`src/rtl/moore_seq_detector.sv`:
```
// Moore detector for a PAT_W-bit serial pattern (MSB first) with a saturating detection counter.
// Optional MOORE_DET_PROG_EN adds a run-time loadable pattern (pat_load / pat_in).
module moore_seq_detector #(
    parameter int              PAT_W   = 4,
    parameter logic [PAT_W-1:0] PATTERN = 4'b1011,
    parameter bit              OVERLAP = 1'b1,
    parameter int              CNT_W   = 8
) (
    input  logic                         clk,
    input  logic                         rst,
    input  logic                         x,
    input  logic                         x_valid,
    input  logic                         clr_cnt,
`ifdef MOORE_DET_PROG_EN
    input  logic                         pat_load,
    input  logic [PAT_W-1:0]             pat_in,
`endif
    output logic                         y,
    output logic [$clog2(PAT_W+1)-1:0]   state,
    output logic [CNT_W-1:0]             det_cnt,
    output logic                         cnt_sat
);

    localparam int               SW      = $clog2(PAT_W + 1);
    localparam logic [SW-1:0]    S_DET   = SW'(PAT_W);
    localparam logic [CNT_W-1:0] CNT_MAX = '1;

    if (PAT_W < 2 || PAT_W > 16) begin : g_bad_pat_w
        $error("moore_seq_detector: PAT_W must be in 2..16");
    end

    logic [SW-1:0]    r_state;
    logic [PAT_W-1:0] r_hist;
    logic [CNT_W-1:0] r_cnt;
    logic             r_sat;
    logic [SW-1:0]    w_next;
    logic [SW-1:0]    w_limit;
    logic [PAT_W-1:0] w_hist_next;
    logic [PAT_W-1:0] w_pat;
    logic [PAT_W-1:0] w_seq;
    logic [PAT_W-1:0] w_match;
    logic             w_load;
    logic             w_enter_det;

`ifdef MOORE_DET_PROG_EN
    logic [PAT_W-1:0] r_pat;
    assign w_pat  = r_pat;
    assign w_load = pat_load;
`else
    assign w_pat  = PATTERN;
    assign w_load = 1'b0;
`endif

    // w_match[j-1]: the newest j bits (history plus x) equal the first j pattern bits.
    assign w_seq = {r_hist[PAT_W-2:0], x};
    for (genvar j = 1; j <= PAT_W; j++) begin : g_match
        assign w_match[j-1] = (w_seq[j-1:0] == w_pat[PAT_W-1 -: j]);
    end

    assign w_enter_det = x_valid && !w_load && (w_next == S_DET);

    // State register, bit history, detection counter and (optionally) the active pattern.
    always_ff @(posedge clk) begin
        if (!rst) begin
            r_state <= '0;
            r_hist  <= '0;
            r_cnt   <= '0;
            r_sat   <= 1'b0;
`ifdef MOORE_DET_PROG_EN
            r_pat   <= PATTERN;
`endif
        end else begin
            r_state <= w_next;
            r_hist  <= w_hist_next;
            if (clr_cnt) begin
                r_cnt <= '0;
                r_sat <= 1'b0;
            end else if (w_enter_det && r_cnt != CNT_MAX) begin
                r_cnt <= r_cnt + 1'b1;
                if (r_cnt == CNT_MAX - 1'b1) begin
                    r_sat <= 1'b1;
                end
            end
`ifdef MOORE_DET_PROG_EN
            if (pat_load) begin
                r_pat <= pat_in;
            end
`endif
        end
    end

    // Longest pattern prefix that is a suffix of the stream, capped at one more than the current match.
    always_comb begin
        w_limit     = (r_state == S_DET) ? S_DET : r_state + 1'b1;
        w_next      = r_state;
        w_hist_next = r_hist;
        if (w_load) begin
            w_next      = '0;
            w_hist_next = '0;
        end else if (x_valid) begin
            if (r_state == S_DET && !OVERLAP) begin
                w_next      = (x == w_pat[PAT_W-1]) ? SW'(1) : '0;
                w_hist_next = {{(PAT_W-1){1'b0}}, x};
            end else begin
                w_next      = '0;
                w_hist_next = w_seq;
                for (int j = 1; j <= PAT_W; j++) begin
                    if (w_match[j-1] && SW'(j) <= w_limit) begin
                        w_next = SW'(j);
                    end
                end
            end
        end
    end

    always_comb begin
        y       = (r_state == S_DET);
        state   = r_state;
        det_cnt = r_cnt;
        cnt_sat = r_sat;
    end

endmodule

```
`config.mk`:
```
export PLATFORM = sky130hd
export DESIGN_NAME = moore_seq_detector
export DESIGN_NICKNAME = d
export VERILOG_FILES = /design/src/rtl/moore_seq_detector.sv
export SDC_FILE = /design/constraint.sdc
export NUM_CORES = 1
export LEC_CHECK = 0
export ABC_AREA = 0
export ABC_CLOCK_PERIOD_IN_PS = 1700
export BUFFER_PORTS_ARGS = -buffer_cell sky130_fd_sc_hd__buf_2
export CORE_MARGIN = 4
export CORE_UTILIZATION = 47
export CTS_CLUSTER_SIZE = 16
export DETAILED_ROUTE_END_ITERATION = 16
export GPL_TIMING_DRIVEN = 0
export PLACE_DENSITY = 0.73
export SYNTH_ARGS = -nofsm -noshare
export SYNTH_HDL_FRONTEND = slang
export SYNTH_SLANG_ARGS = --single-unit
```
`constraint.sdc`:
```
create_clock -name clk -period 1.7 [get_ports clk]
set_input_delay 0.425 -clock clk [delete_from_list [all_inputs] [get_ports clk]]
set_output_delay 0.425 -clock clk [all_outputs]
set_load 0.005 [all_outputs]
```
Word level (Yosys, flattened, before mapping)
Index checks and enable logic that the tools add are counted.
Cells by class
  reductions and logical operators: 8
  bitwise operators: 1
  div/mod/pow operators: 0
  shift-type cells: 0
  mux-type cells: 6
  add/sub/neg operators: 2
  equality and inequality tests: 7
  multiply operators: 0
  $lt $le $gt $ge: 4
Operators with widths (number)
  3-bit 2-to-1 mux: 5
  3-bit == test (second input constant): 3
  8-bit by 1-bit adder with 8-bit output (second input constant): 1
  8-bit == test (second input constant): 1
  8-bit != test (second input constant): 1
  2-bit by 3-bit less-or-equal comparator with 1-bit output (first input constant): 2
  1-bit logical AND: 6
  4-bit == test (second input constant): 1
  3-bit by 1-bit adder with 3-bit output (second input constant): 1
  1-bit by 3-bit less-or-equal comparator with 1-bit output (first input constant): 1
  3-bit less-or-equal comparator (first input constant): 1
  2-bit == test (second input constant): 1
  2-bit AND reduction: 1
  2-bit OR reduction: 1
  1-bit 2-to-1 mux: 1
  1-bit NOT: 1
Word-level totals
  memories: 0
  bits in read-only memories: 0
  bits in latches: 0
  register bits after elaboration: 15
  logic and storage cells: 32
  output and inout port bits: 13
  bits in writable memories: 0

Depth between registers and ports, before layout
  word-level depth: 13
  mapped depth: 6
  depth with buffers taken out: 6

Worst setup path after synthesis
Ideal clock, no wire load.
  path type: flip-flop to flip-flop
  start: reg r_state[0], in the netlist state[0]
  end: reg r_cnt[5], in the netlist det_cnt[5]
  period minus slack after synthesis: 1631 ps
  setup time: 118 ps
  cell stages (with the launch flop): 7
  setup slack: 69 ps
  path buffers: 0
  required time: 1582 ps
  arrival time: 1513 ps
  cells stage by stage: dfxtp_1 inv_1 ha_1 nand3b_1 nand3_4 or4_1 mux2i_1
Between the ends
  cells in the longest elaborated chain, start to end: 12
RTL lines
  start, declared: line 32  | logic [SW-1:0] r_state;
  start signal, assigned: line 73  | r_state <= w_next;
  3-bit by 1-bit adder with 3-bit output / 3-bit == test (equally long branches): line 94  | w_limit = (r_state == S_DET) ? S_DET : r_state + 1'b1;
  3-bit 2-to-1 mux: line 94
  1-bit by 3-bit less-or-equal comparator with 1-bit output: line 108  | if (w_match[j-1] && SW'(j) <= w_limit) begin
  1-bit logical AND: line 108
  1-bit 2-to-1 mux: line 108
  3-bit 2-to-1 mux (3 in series): line 108
  3-bit 2-to-1 mux *: line 100  | end else if (x_valid) begin
  3-bit == test *: line 60  | assign w_enter_det = x_valid && !w_load && (w_next == S_DET);
  1-bit logical AND *: line 60
  1-bit logical AND *: line 78  | end else if (w_enter_det && r_cnt != CNT_MAX) begin
  end signal, assigned: line 79  | r_cnt <= r_cnt + 1'b1;
  end, declared: line 34  | logic [CNT_W-1:0] r_cnt;
Every way passes the cells marked *; elsewhere a longest branch is shown, timed or not.
A chain may end at the register's enable or synchronous reset.

Final worst setup path
  start: reg r_state[0], in the netlist state[0]
  end: reg r_cnt[7], in the netlist det_cnt[7]
The elaborated chain is that of the path after synthesis.

==> flow_metrics.tcl <==
set metrics [dict create \
    worstPathCellList "inv_2, ha_2, nand3b_1, buf_4, nand3_2, buf_4, o31ai_1, a21oi_1" \
    clockBufferDepth 2 \
    min_path_cells 4 \
    overflow 0 \
    yosys_warnings 0 \
    insertedDiodeCount 0 \
    p_per_area_mw_per_mm2 580.5 \
    max_slew.worst_pin.slew_ns 0.4394 \
    critical_path_class "reg -> reg" \
    synth_top_area_share 0.3499 \
    first_global_vias 725 \
    drive_gt1_frac 0.3145 \
    ys_seq_area_frac 0.3499 \
    syn_area_per_cell_um2 8.670 \
    insertion_delay_ns 0.29 \
    die_w_um 50.74 \
    syn_area_um2 858.3 \
    synthTopCellsByArea "dfxtp_1 (35%), mux2i_1 (7.0%), nand2_1 (6.1%)" \
    p_leak_nw 0.4148 \
    num-fill-cells 159 \
    antenna_found_initial 0 \
    cp_num_buf_inv 3 \
    required_ns 1.89 \
    ir_drop_v 0.0004123 \
    areaGrowthSynthToFinish_pct 24.78 \
    vias 831 \
    max_slew_margin 0.7071 \
    root_buffer "clkbuf_4" \
    slew_viol_final 0 \
    die_h_um 50.74 \
    endpoint_kind "register" \
    worst-path-stages 8 \
    arrival_ns 1.81 \
    core_mm2 0.001727 \
    synth.distinct_cells 35 \
    syn-num-nets 108 \
    port_buffers 16 \
    dieArea_mm2 0.002574 \
    outcome "completed" \
    synth_common_cells "dfxtp_1 (15), nand2_1 (14), mux2i_1 (6)" \
    fmax_ghz 0.6150 \
    synth-async-reset-ratio 0 \
    grtUsageTotal 0.1616 \
    ant_nets 0 \
    drt_pass1_iterations 4 \
    rsz0062_at_grt "true" \
    rows 15 \
    clkSinkCount 15 \
    synth_edf_count 0 \
    dp_hpwl_um 1386 \
    setup_viol 0 \
    worstRegToRegCells 8 \
    drt-total-wl_um 2046 \
    drtIter0Drc 26 \
    grt_max_degree 11 \
    crit_path_frequent_cell "buf_4" \
    design_area_mm2 0.001071 \
    yosysMostFrequentCell "dfxtp_1" \
    tns_ns 0 \
    critPathMaxFanout 5 \
    viasPerCell 5.577 \
    globalplace.congestion 0.8809 \
    start_util 0.4971 \
    ios 18 \
    fin_crit_sh 0.9565 \
    numCtsBuffers 3 \
    finalHoldViolCount 0 \
    cp_top_family "flip-flops" \
    fin_hold_ws_ns 0.4144 \
    ctsHtreeMaxLevel 1 \
    path_clk_slew_ns 0.09 \
    critPathLaunchType "register" \
    synth_top_area_cell "dfxtp_1" \
    routedWlPerCell_um 13.73 \
    ff2ff_setup_slack_ns 0.07 \
    nets 134 \
    synth_flop_cell "dfxtp_1" \
    placed_cell_area_um2 969.7 \
    cap_violations 0 \
    fin_crit_ns 1.626 \
    worst_path_max_delay_cell "dfxtp_4" \
    hold_buffers 0 \
    synth_seq_cells 15 \
    slowest_delay_ns 0.37 \
    grt_pass1_wl_um 3146 \
    drc 0 \
    p_total_uw 621.7 \
    hold_path_class "in -> reg" \
    tritoncts "yes" \
    clock_skew_ns 0.004073 \
    syn_inst 99 \
]
[power by group]
part | switching [mW] | leakage [nW] | internal [mW]
clock network | 0.123 | 0.0150 | 0.0914
logic | 0.0279 | 0.277 | 0.0193
registers | 0.00552 | 0.122 | 0.355
total | 0.156 | 0.415 | 0.466
[placed cells by master, fill, tap and decap left out, drive strengths merged, types with 3 or more instances in the layout]
cell type | Yosys | routed
buf | 1 | 21
dfxtp | 15 | 15
nand2 | 14 | 14
mux2i | 6 | 6
clkbuf | 2 | 6
inv | 5 | 5
nand3 | 4 | 5
nor2b | 4 | 4
nand2b | 4 | 4
a21oi | 4 | 4
ha | 4 | 4
o31ai | 4 | 4
nand4 | 3 | 3
or4 | 3 | 3
[kinds of logic (layout without fill, tap and decap cells)]
kind of cell	Yosys count	after routing	synth area share
fa+ha+maj	4	4	0.05831
compound gates	21	21	0.1793
flops	15	15	0.3499
mux	6	6	0.06997
simple gates	45	46	0.3061
buf+inv	8	32	0.03644
[state kept, by name (all words and copies together), names as in the netlist]
register and cells:
state 3, det_cnt 8, r_hist 3, cnt_sat 1
[per-stage QoR]
stage / util / worst slack [ns] / instances
finish: 0.6203 / 0.07401 / 149
CTS: 0.5812 / 0.01462 / 145
global placement: 0.5616 / -0.04344 / 140
detailed placement: 0.5616 / -0.06953 / 140
floorplan: - / 0.06913 / 99
global route: 0.6203 / -0.04504 / 149
[layer usage]
metal  routed length [µm]  global-route usage  vias up  share of wire
li1                     -                   -      420              -
met1                  950              0.2043      382           0.46
met2                  945              0.2500       24           0.46
met3                  123             0.06528        5          0.060
met4                   26             0.04933        0          0.013
met5                    0                   0        -              0
[what timing repair did]
action,CTS,global route
pin swaps,0,4
setup buffers,1,3
setup endpoints to repair,1,11
gates cloned,0,1
resized for setup,0,13
[final timing paths]
| kind | end | startpoint |
|---|---|---|
| worst min-delay path | det_cnt[4]$_SDFFE_PP0P_ | clr_cnt |
| worst min register to register | cnt_sat$_SDFFE_PP0P_ | cnt_sat$_SDFFE_PP0P_ |
| worst max register to register | det_cnt[7]$_SDFFE_PP0P_ | state[0]$_SDFF_PN0_ |
| worst max-delay path | det_cnt[7]$_SDFFE_PP0P_ | state[0]$_SDFF_PN0_ |
[cell type report]
cell class              instances  area, µm²  area share
clock buffers                   4      26.28     0.02453
flip-flops and latches         15      305.3      0.2850
well taps                      25      31.28     0.02921
inverters                       5      18.77     0.01752
repair buffers                 20      113.9      0.1063
plain buffers                   3      12.51     0.01168
multi-input cells              77      563.0      0.5257
[tightest hold or removal path, stage by stage]
cell,delay (ns)
buf_2,0.08
nor2b_1,0.04
nand2b_1,0.06
o31ai_1,0.06
No activity file was read; power rests on OpenSTA's default activity.
